$ cat config.mk
export PLATFORM = sky130hd
export DESIGN_NAME = gpio_in_conditioner
export DESIGN_NICKNAME = d
export VERILOG_FILES = /design/src/rtl/gpio_in_conditioner.sv
export SDC_FILE = /design/constraint.sdc
export NUM_CORES = 1
export LEC_CHECK = 0
export ABC_AREA = 1
export CAP_MARGIN = 20
export CORE_MARGIN = 2
export CORE_UTILIZATION = 57
export DETAILED_ROUTE_END_ITERATION = 12
export PLACE_DENSITY_LB_ADDON = 0.15
export SLEW_MARGIN = 20
export SYNTH_ARGS = -nofsm -noshare
export SYNTH_HDL_FRONTEND = slang
export SYNTH_HIERARCHICAL = 1
export SYNTH_SLANG_ARGS = --single-unit
$ cat constraint.sdc
create_clock -name clk -period 4.5 [get_ports clk]
set_input_delay 1.35 -clock clk [delete_from_list [all_inputs] [get_ports clk]]
set_output_delay 1.35 -clock clk [all_outputs]
set_load 0.02 [all_outputs]
$ cat src/rtl/gpio_in_conditioner.sv
// GPIO input conditioner: per-pin synchroniser + debounce, W1C edge capture and a maskable edge IRQ.
// Optional GPIO_COND_GLITCH_CNT_EN adds a saturating aborted-debounce counter at address 4.

module gpio_in_cond_lane #(
    parameter int   SYNC_STAGES = 2,
    parameter int   DB_COUNT    = 4,
    parameter logic RESET_BIT   = 1'b0
) (
    input  logic clk,
    input  logic reset_n,
    input  logic pin_i,
    input  logic tick_i,
    input  logic bypass_i,
    output logic clean_o,
    output logic edge_o
`ifdef GPIO_COND_GLITCH_CNT_EN
    ,
    output logic abort_o
`endif
);
    localparam int            CW       = (DB_COUNT > 1) ? $clog2(DB_COUNT) : 1;
    localparam logic [CW-1:0] CNT_LAST = CW'(DB_COUNT - 1);

    logic [SYNC_STAGES-1:0] sync_q;
    logic [CW-1:0]          cnt_q, cnt_d;
    logic                   clean_q, clean_d;
    logic                   s;

    assign s = sync_q[SYNC_STAGES-1];

    always_ff @(posedge clk or negedge reset_n) begin
        if (!reset_n) begin
            sync_q  <= {SYNC_STAGES{RESET_BIT}};
            cnt_q   <= '0;
            clean_q <= RESET_BIT;
        end else begin
            sync_q  <= {sync_q[SYNC_STAGES-2:0], pin_i};
            cnt_q   <= cnt_d;
            clean_q <= clean_d;
        end
    end

    // A new level must be seen on DB_COUNT consecutive ticks; any return to the clean level restarts.
    always_comb begin
        clean_d = clean_q;
        cnt_d   = cnt_q;
        if (bypass_i) begin
            clean_d = s;
            cnt_d   = '0;
        end else if (s == clean_q) begin
            cnt_d = '0;
        end else if (tick_i) begin
            if (cnt_q == CNT_LAST) begin
                clean_d = s;
                cnt_d   = '0;
            end else begin
                cnt_d = cnt_q + 1'b1;
            end
        end
    end

    assign clean_o = clean_q;
    assign edge_o  = clean_d ^ clean_q;
`ifdef GPIO_COND_GLITCH_CNT_EN
    assign abort_o = ~bypass_i & (s == clean_q) & (cnt_q != '0);
`endif
endmodule

module gpio_in_conditioner #(
    parameter int               WIDTH       = 32,
    parameter int               SYNC_STAGES = 2,
    parameter int               PRESCALE    = 100,
    parameter int               DB_COUNT    = 4,
    parameter logic [WIDTH-1:0] RESET_VAL   = '0
) (
    input  logic             clk,
    input  logic             reset_n,
    input  logic [WIDTH-1:0] pin_in,
    output logic [WIDTH-1:0] clean_out,
    input  logic [2:0]       address,
    input  logic             chipselect,
    input  logic             write_n,
    input  logic [31:0]      writedata,
    output logic [31:0]      readdata,
    output logic             edge_irq
);
    localparam int            PW       = (PRESCALE > 1) ? $clog2(PRESCALE) : 1;
    localparam logic [PW-1:0] PRE_LAST = PW'(PRESCALE - 1);

    logic [PW-1:0]    pre_q, pre_d;
    logic             tick;
    logic [WIDTH-1:0] clean, edges;
    logic [WIDTH-1:0] cap_q, cap_d, mask_q, mask_d, byp_q, byp_d;
    logic [WIDTH-1:0] wdata;
    logic [31:0]      rd_q, rd_d;
    logic             irq_q, irq_d;
    logic             wr_en;

    assign tick  = (pre_q == PRE_LAST);
    assign pre_d = tick ? '0 : pre_q + 1'b1;
    assign wr_en = chipselect & ~write_n;
    assign wdata = writedata[WIDTH-1:0];

`ifdef GPIO_COND_GLITCH_CNT_EN
    logic [WIDTH-1:0] abort;
    logic [15:0]      glitch_q, glitch_d;
`endif

    for (genvar i = 0; i < WIDTH; i++) begin : g_lane
        gpio_in_cond_lane #(
            .SYNC_STAGES (SYNC_STAGES),
            .DB_COUNT    (DB_COUNT),
            .RESET_BIT   (RESET_VAL[i])
        ) u_lane (
            .clk      (clk),
            .reset_n  (reset_n),
            .pin_i    (pin_in[i]),
            .tick_i   (tick),
            .bypass_i (byp_q[i]),
            .clean_o  (clean[i]),
            .edge_o   (edges[i])
`ifdef GPIO_COND_GLITCH_CNT_EN
            ,
            .abort_o  (abort[i])
`endif
        );
    end

    // Capture set has priority over a same-cycle W1C clear so no edge is ever lost.
    always_comb begin
        cap_d  = cap_q;
        mask_d = mask_q;
        byp_d  = byp_q;
        if (wr_en && address == 3'd1) cap_d = cap_q & ~wdata;
        if (wr_en && address == 3'd2) mask_d = wdata;
        if (wr_en && address == 3'd3) byp_d = wdata;
        cap_d = cap_d | edges;
        irq_d = |(cap_q & mask_q);
    end

`ifdef GPIO_COND_GLITCH_CNT_EN
    always_comb begin
        glitch_d = glitch_q;
        if (wr_en && address == 3'd4)
            glitch_d = '0;
        else if (|abort && glitch_q != 16'hFFFF)
            glitch_d = glitch_q + 16'd1;
    end

    always_ff @(posedge clk or negedge reset_n) begin
        if (!reset_n) glitch_q <= '0;
        else          glitch_q <= glitch_d;
    end
`endif

    always_comb begin
        rd_d = '0;
        case (address)
            3'd0: rd_d[WIDTH-1:0] = clean;
            3'd1: rd_d[WIDTH-1:0] = cap_q;
            3'd2: rd_d[WIDTH-1:0] = mask_q;
            3'd3: rd_d[WIDTH-1:0] = byp_q;
`ifdef GPIO_COND_GLITCH_CNT_EN
            3'd4: rd_d[15:0] = glitch_q;
`endif
            default: rd_d = '0;
        endcase
    end

    always_ff @(posedge clk or negedge reset_n) begin
        if (!reset_n) begin
            pre_q  <= '0;
            cap_q  <= '0;
            mask_q <= '0;
            byp_q  <= '0;
            rd_q   <= '0;
            irq_q  <= 1'b0;
        end else begin
            pre_q  <= pre_d;
            cap_q  <= cap_d;
            mask_q <= mask_d;
            byp_q  <= byp_d;
            rd_q   <= rd_d;
            irq_q  <= irq_d;
        end
    end

    assign clean_out = clean;
    assign readdata  = rd_q;
    assign edge_irq  = irq_q;
endmodule
==> impl_metrics.ini, run 1 <==
[route]
ant_nets = 0
drc = 0
drtIter0Drc = 999
wl_per_cell_um = 15.1
firstDrtPassIters = 5
viasPerCell = 5.29
num_vias = 11342
finalWirelength_mm = 32.5

[placed_design]
dp.cells = 2084
port_buffers = 135
hpwl_mm = 20.7
dp_slack_ps = 777
gp_congestion = 0.797

[run]
maxCapViolCount = 0

[cts]
clock_latency_ps = 500
cts_buffer_depth = 3
post_cts_resized = 0
clock-root-buffer = clkbuf_16
clkTransAtPathRegs_ps = 60
numCtsBuffers = 34
cts.sinks = 296
cts_hold_buf = 0
cts_tree = built
cts_setup_buffers = 0
htreeDepth = 2

[sta]
final_period_minus_worst_setup_slack_ps = 3290
worst_slack_ps = 1210
relSlewSlack = 0.281
hold_viol = 0
finalCritPeriodShare = 0.730
rsz0062_at_grt = no
tightest_slew_ps = 1080
fmax_ghz = 0.304
slew_viol_final = 0
setup_tns_ps = 0
setup-violations-final = 0
skew_ps = 8.78

[die]
fp.dieH_um = 158
initial_core_util = 0.580
core_area_mm2 = 0.0234
ios = 136
die_area_mm2 = 0.0250
row_count = 56
dieWidth_um = 158

[layout]
syn_to_final_growth_pct = 21.0
instances_no_fill = 2145
diodes = 0
fin_nets = 1905
layout-drive-gt1-share = 0.0608

[run_status]
status = finished clean

[synthesis]
ys_async_sr_fraction = 1.00
syn-num-nets = 1761
yosysWarnings = 6
ys_seq_area_frac = 0.546
synth_area_mm2 = 0.0136
ys_ff_latch = 296
syn_inst = 1657
synth.distinct_cells = 24
synth_edf_count = 0
ys.flop_type = dfrtp_1
syn-mean-instance-area_um2 = 8.18

[global_route]
gr-usage-met1 = 0.356
grt_max_degree = 91
grt_use_met3 = 0.0365
grt_use_total = 0.267
antenna_found_initial = 0
grt_pass1_vias = 10896
grt_use_met2 = 0.462
grt_overflow = 0
top_usage_layer = met2
grt_first_pass_wirelength_mm = 53.0

[worst_setup_path]
critical_path_class = input port to register
cp-start-kind = input port
critical_path.endpoint_type = register
cp_max_fo = 64
worstPathArrival_ps = 3670
required_ps = 4880

[pwr]
internal_power_w = 0.00555
swShare = 0.319
leakagePower_nw = 8.15
seq_power_share = 0.439
clkPwrFrac = 0.342
ir_worst_vdd_uv = 347
power.density_mw_per_mm2 = 497
power_switching_w = 0.00260
combPwrFrac = 0.219

[min_path]
hp-class = register to register
kinds of logic (layout without fill, tap and decap cells):
kind of cell | after synthesis | in the layout | share of synthesized area
compound gates | 160 | 160 | 0.0679
buf+inv | 307 | 476 | 0.0889
simple gates | 858 | 858 | 0.265
fa+ha+maj | 33 | 33 | 0.0304
xor+xnor | 3 | 3 | 0.00194
flops | 296 | 296 | 0.546
synth_stat cells (4+ instances only):
master | count | area, um2
a21oi_1 | 32 | 160
buf_6 | 4 | 45.0
buf_2 | 17 | 85.1
clkbuf_1 | 20 | 75.1
nand4_1 | 65 | 407
nand3_1 | 131 | 656
inv_1 | 263 | 987
nand2_1 | 444 | 1670
a21oi_2 | 32 | 280
ha_1 | 33 | 413
nor2_1 | 211 | 792
o21ai_1 | 40 | 200
o21ai_0 | 56 | 280
dfrtp_1 | 296 | 7410
placed cells by master, fill, tap and decap left out, types with 2 or more instances in the layout:
cell and instances:
inv_1 262, ha_1 33, clkdlybuf4s50_1 132, nand4_1 65, dfrtp_1 296, clkinv_2 6, a21oi_1 32, bufinv_16 2
buf_2 2, xor2_1 2, nor2_4 3, o21ai_1 40, buf_12 3, a21oi_2 32, clkbuf_1 9, inv_4 2
clkbuf_16 37, inv_2 2, nor2_1 210, nand2_1 444, buf_4 11, clkbuf_8 5, o21ai_0 56, nand3_1 131
nor3_1 2
layer usage:
layer  wire length [um]  vias to the layer above  share of wire
met5                  0                        -              0
met1              14000                     5458           0.43
met2              16000                      340           0.49
met3               1820                       54          0.056
met4                642                        0          0.020
li1                   -                     5490              -
sequential cells by signal, indices dropped and copies added, names as in the netlist:
name,cells
g_lane.u_lane/sync_q,64
pre_q,7
mask_q,32
edge_irq,1
cap_q,32
g_lane.u_lane/cnt_q,64
readdata,32
byp_q,32
g_lane.u_lane/clean_o,32
path summary, 6_finish.rpt:
kind / from / cells past startpoint / slack, ps / endpoint
min: g_lane[4].u_lane/sync_q[0] / 0 / 340 / g_lane[4].u_lane/sync_q[1]
max reg2reg: pre_q[0] / 10 / 1880 / cap_q[6]
max in group asynchronous: reset_n / 2 / 2730 / g_lane[26].u_lane/sync_q[0]
min in group asynchronous: reset_n / 1 / 830 / g_lane[9].u_lane/sync_q[1]
max: address[0] / 3 / 1210 / byp_q[26]
min reg2reg: g_lane[4].u_lane/sync_q[0] / 0 / 340 / g_lane[4].u_lane/sync_q[1]
area by class of cell:
cell class	instances	area, um2
flip-flops and latches	296	7410
fillers	1823	7000
multi-input cells	1054	4970
repair buffers	149	1490
clock buffers	51	1030
inverters	266	1000
well taps	319	399
clock inverters	10	109
metrics by stage:
step | total power [W] | utilization | hold WS [ps] | cell area, um2
floorplan | 0.00461 | - | 331 | 13600
global placement | 0.00531 | 0.652 | 332 | 15300
detailed placement | 0.00539 | 0.652 | 337 | 15300
CTS | 0.00819 | 0.701 | 345 | 16400
global route | 0.00860 | 0.701 | 350 | 16400
finish | 0.00815 | 0.701 | 344 | 16400
critical path: stages:
cell and delay (ps):
buf_2 750, nand4_4 1020, o21ai_0 520
power groups by stage:
| stage | Clock (W) | Sequential (W) | Combinational (W) |
|---|---|---|---|
| 2_1_floorplan | 0 | 0.00366 | 0.000951 |
| 3_3_place_gp | 0 | 0.00359 | 0.00172 |
| 3_5_place_dp | 0 | 0.00361 | 0.00178 |
| 4_1_cts | 0.00282 | 0.00357 | 0.00180 |
| 5_1_grt | 0.00292 | 0.00364 | 0.00204 |
| 6_report | 0.00279 | 0.00357 | 0.00178 |
Power figures use the tool's default switching activity.
==> inputs of run 2 (changes only) <==
--- a/config.mk
+++ b/config.mk
@@ -8,7 +8,7 @@
 export ABC_AREA = 1
 export CAP_MARGIN = 20
 export CORE_MARGIN = 2
-export CORE_UTILIZATION = 57
+export CORE_UTILIZATION = 52
 export DETAILED_ROUTE_END_ITERATION = 12
 export PLACE_DENSITY_LB_ADDON = 0.15
 export SLEW_MARGIN = 20
==> constraint.sdc (replaced) <==
create_clock -name clk -period 2.8 [get_ports clk]
set_input_delay 0.84 -clock clk [delete_from_list [all_inputs] [get_ports clk]]
set_output_delay 0.84 -clock clk [all_outputs]
set_load 0.02 [all_outputs]
==> impl_metrics.ini, run 2 (synthesis results as in run 1) <==
[global_route]
grt_max_degree = 60
grt_pass1_vias = 10917
grt_use_total = 0.248
antenna_found_initial = 0
grt_first_pass_wirelength_mm = 53.1
grt_overflow = 0

[layout]
diodes = 0
layout-drive-gt1-share = 0.0706
instances_no_fill = 2176
layout_commonest_cell = nand2_1
top_regs = g_lane.u_lane/cnt_q: 64 flops, g_lane.u_lane/sync_q: 64 flops
final_area_mm2 = 0.0166
syn_to_final_growth_pct = 22.7
fin_nets = 1924
final_cell_mix = 444 x nand2_1, 296 x dfrtp_1, 262 x inv_1, 210 x nor2_1, 132 x clkdlybuf4s50_1

[pwr]
power.density_mw_per_mm2 = 787
seq_power_share = 0.440
internal_power_w = 0.00897
leakagePower_nw = 8.26
power_switching_w = 0.00412
combPwrFrac = 0.220
ir_worst_vdd_uv = 425
fin_total_pwr_w = 0.0131
clkPwrFrac = 0.341
swShare = 0.314

[cts]
htreeDepth = 2
cts.sinks = 296
numCtsBuffers = 34
clock_latency_ps = 510
clock-root-buffer = clkbuf_16
clkTransAtPathRegs_ps = 60
cts_buffer_depth = 3
cts_setup_buffers = 0
post_cts_resized = 0
cts_hold_buf = 0
cts_tree = built

[die]
core_area_mm2 = 0.0258
ios = 136
row_count = 59
initial_core_util = 0.525
dieWidth_um = 165
fp.dieH_um = 165
die_area_mm2 = 0.0274

[route]
drc = 0
drtIter0Drc = 789
finalWirelength_mm = 32.8
firstDrtPassIters = 5
ant_nets = 0
wl_per_cell_um = 15.1
num_vias = 11201
viasPerCell = 5.15

[worst_setup_path]
max_stage_delay_ps = 660
cp-start-kind = register
critical_path.endpoint_type = output port
required_ps = 1960
cp_cell_sequence = clkdlybuf4s50_1
timing.critical_path.buf_inv = 1
critical_path_class = register to output port
critPathTopFamily = buffers and inverters
crit_path_top_delay_cell = clkdlybuf4s50_1
worstPathArrival_ps = 1620
cp_max_fo = 5

[sta]
skew_ps = 12.5
tightest_slew_ps = 506
final_period_minus_worst_setup_slack_ps = 2460
slew_viol_final = 0
rsz0062_at_grt = no
hold_viol = 0
worst_slack_ps = 339
hold_ws_ps = 270
setup-violations-final = 0
fmax_ghz = 0.406
relSlewSlack = 0.663
finalCritPeriodShare = 0.879

[run_status]
status = finished clean

[placed_design]
hpwl_mm = 22.3
place_area_mm2 = 0.0155
port_buffers = 135
dp.cells = 2119
gp_congestion = 0.835
dp_slack_ps = 196

[run]
maxCapViolCount = 0

[min_path]
hp-class = input port to asynchronous set/reset pin
## run 2: power by group through the flow
stage               sequential (W)  combinational [W]  clock (W)
finish                     0.00576            0.00287    0.00446
floorplan                  0.00588            0.00153          0
global placement           0.00579            0.00279          0
global route               0.00586            0.00328    0.00472
detailed placement         0.00581            0.00287          0
CTS                        0.00575            0.00291    0.00455
## run 2: layout make-up
class | instances | area (um2)
multi-input combinational | 1054 | 4970
tap | 335 | 419
clock buffer | 54 | 1100
inverter | 266 | 1000
clock inverter | 3 | 40.0
sequential | 296 | 7410
timing repair buffer | 168 | 1690
fill | 2180 | 9200
## run 2: metrics by stage
step / utilization / setup TNS [ps]
floorplan: - / -10120
global placement: 0.600 / 0
detailed placement: 0.600 / 0
CTS: 0.644 / 0
global route: 0.644 / 0
finish: 0.644 / 0
## run 2: metal layers
| metal | track usage | vias to the layer above | wire (um) |
|---|---|---|---|
| met1 | 0.330 | 5298 | 14200 |
| met5 | 0 | - | 0 |
| met3 | 0.0397 | 59 | 1840 |
| li1 | - | 5524 | - |
| met4 | 0.0823 | 0 | 806 |
| met2 | 0.415 | 320 | 15900 |
## run 2: path summary, 6_finish.rpt
| path | from | end | slack (ps) | depth (start not counted) |
|---|---|---|---|---|
| max | g_lane[2].u_lane/clean_o | clean_out[2] | 340 | 1 |
| min | reset_n | g_lane[17].u_lane/cnt_q[0] | 270 | 1 |
| max reg2reg | pre_q[0] | cap_q[17] | 520 | 10 |
| min reg2reg | g_lane[10].u_lane/sync_q[0] | g_lane[10].u_lane/sync_q[1] | 350 | 0 |
| max in group asynchronous | reset_n | g_lane[24].u_lane/sync_q[1] | 1760 | 3 |
| min in group clk | g_lane[10].u_lane/sync_q[0] | g_lane[10].u_lane/sync_q[1] | 350 | 0 |
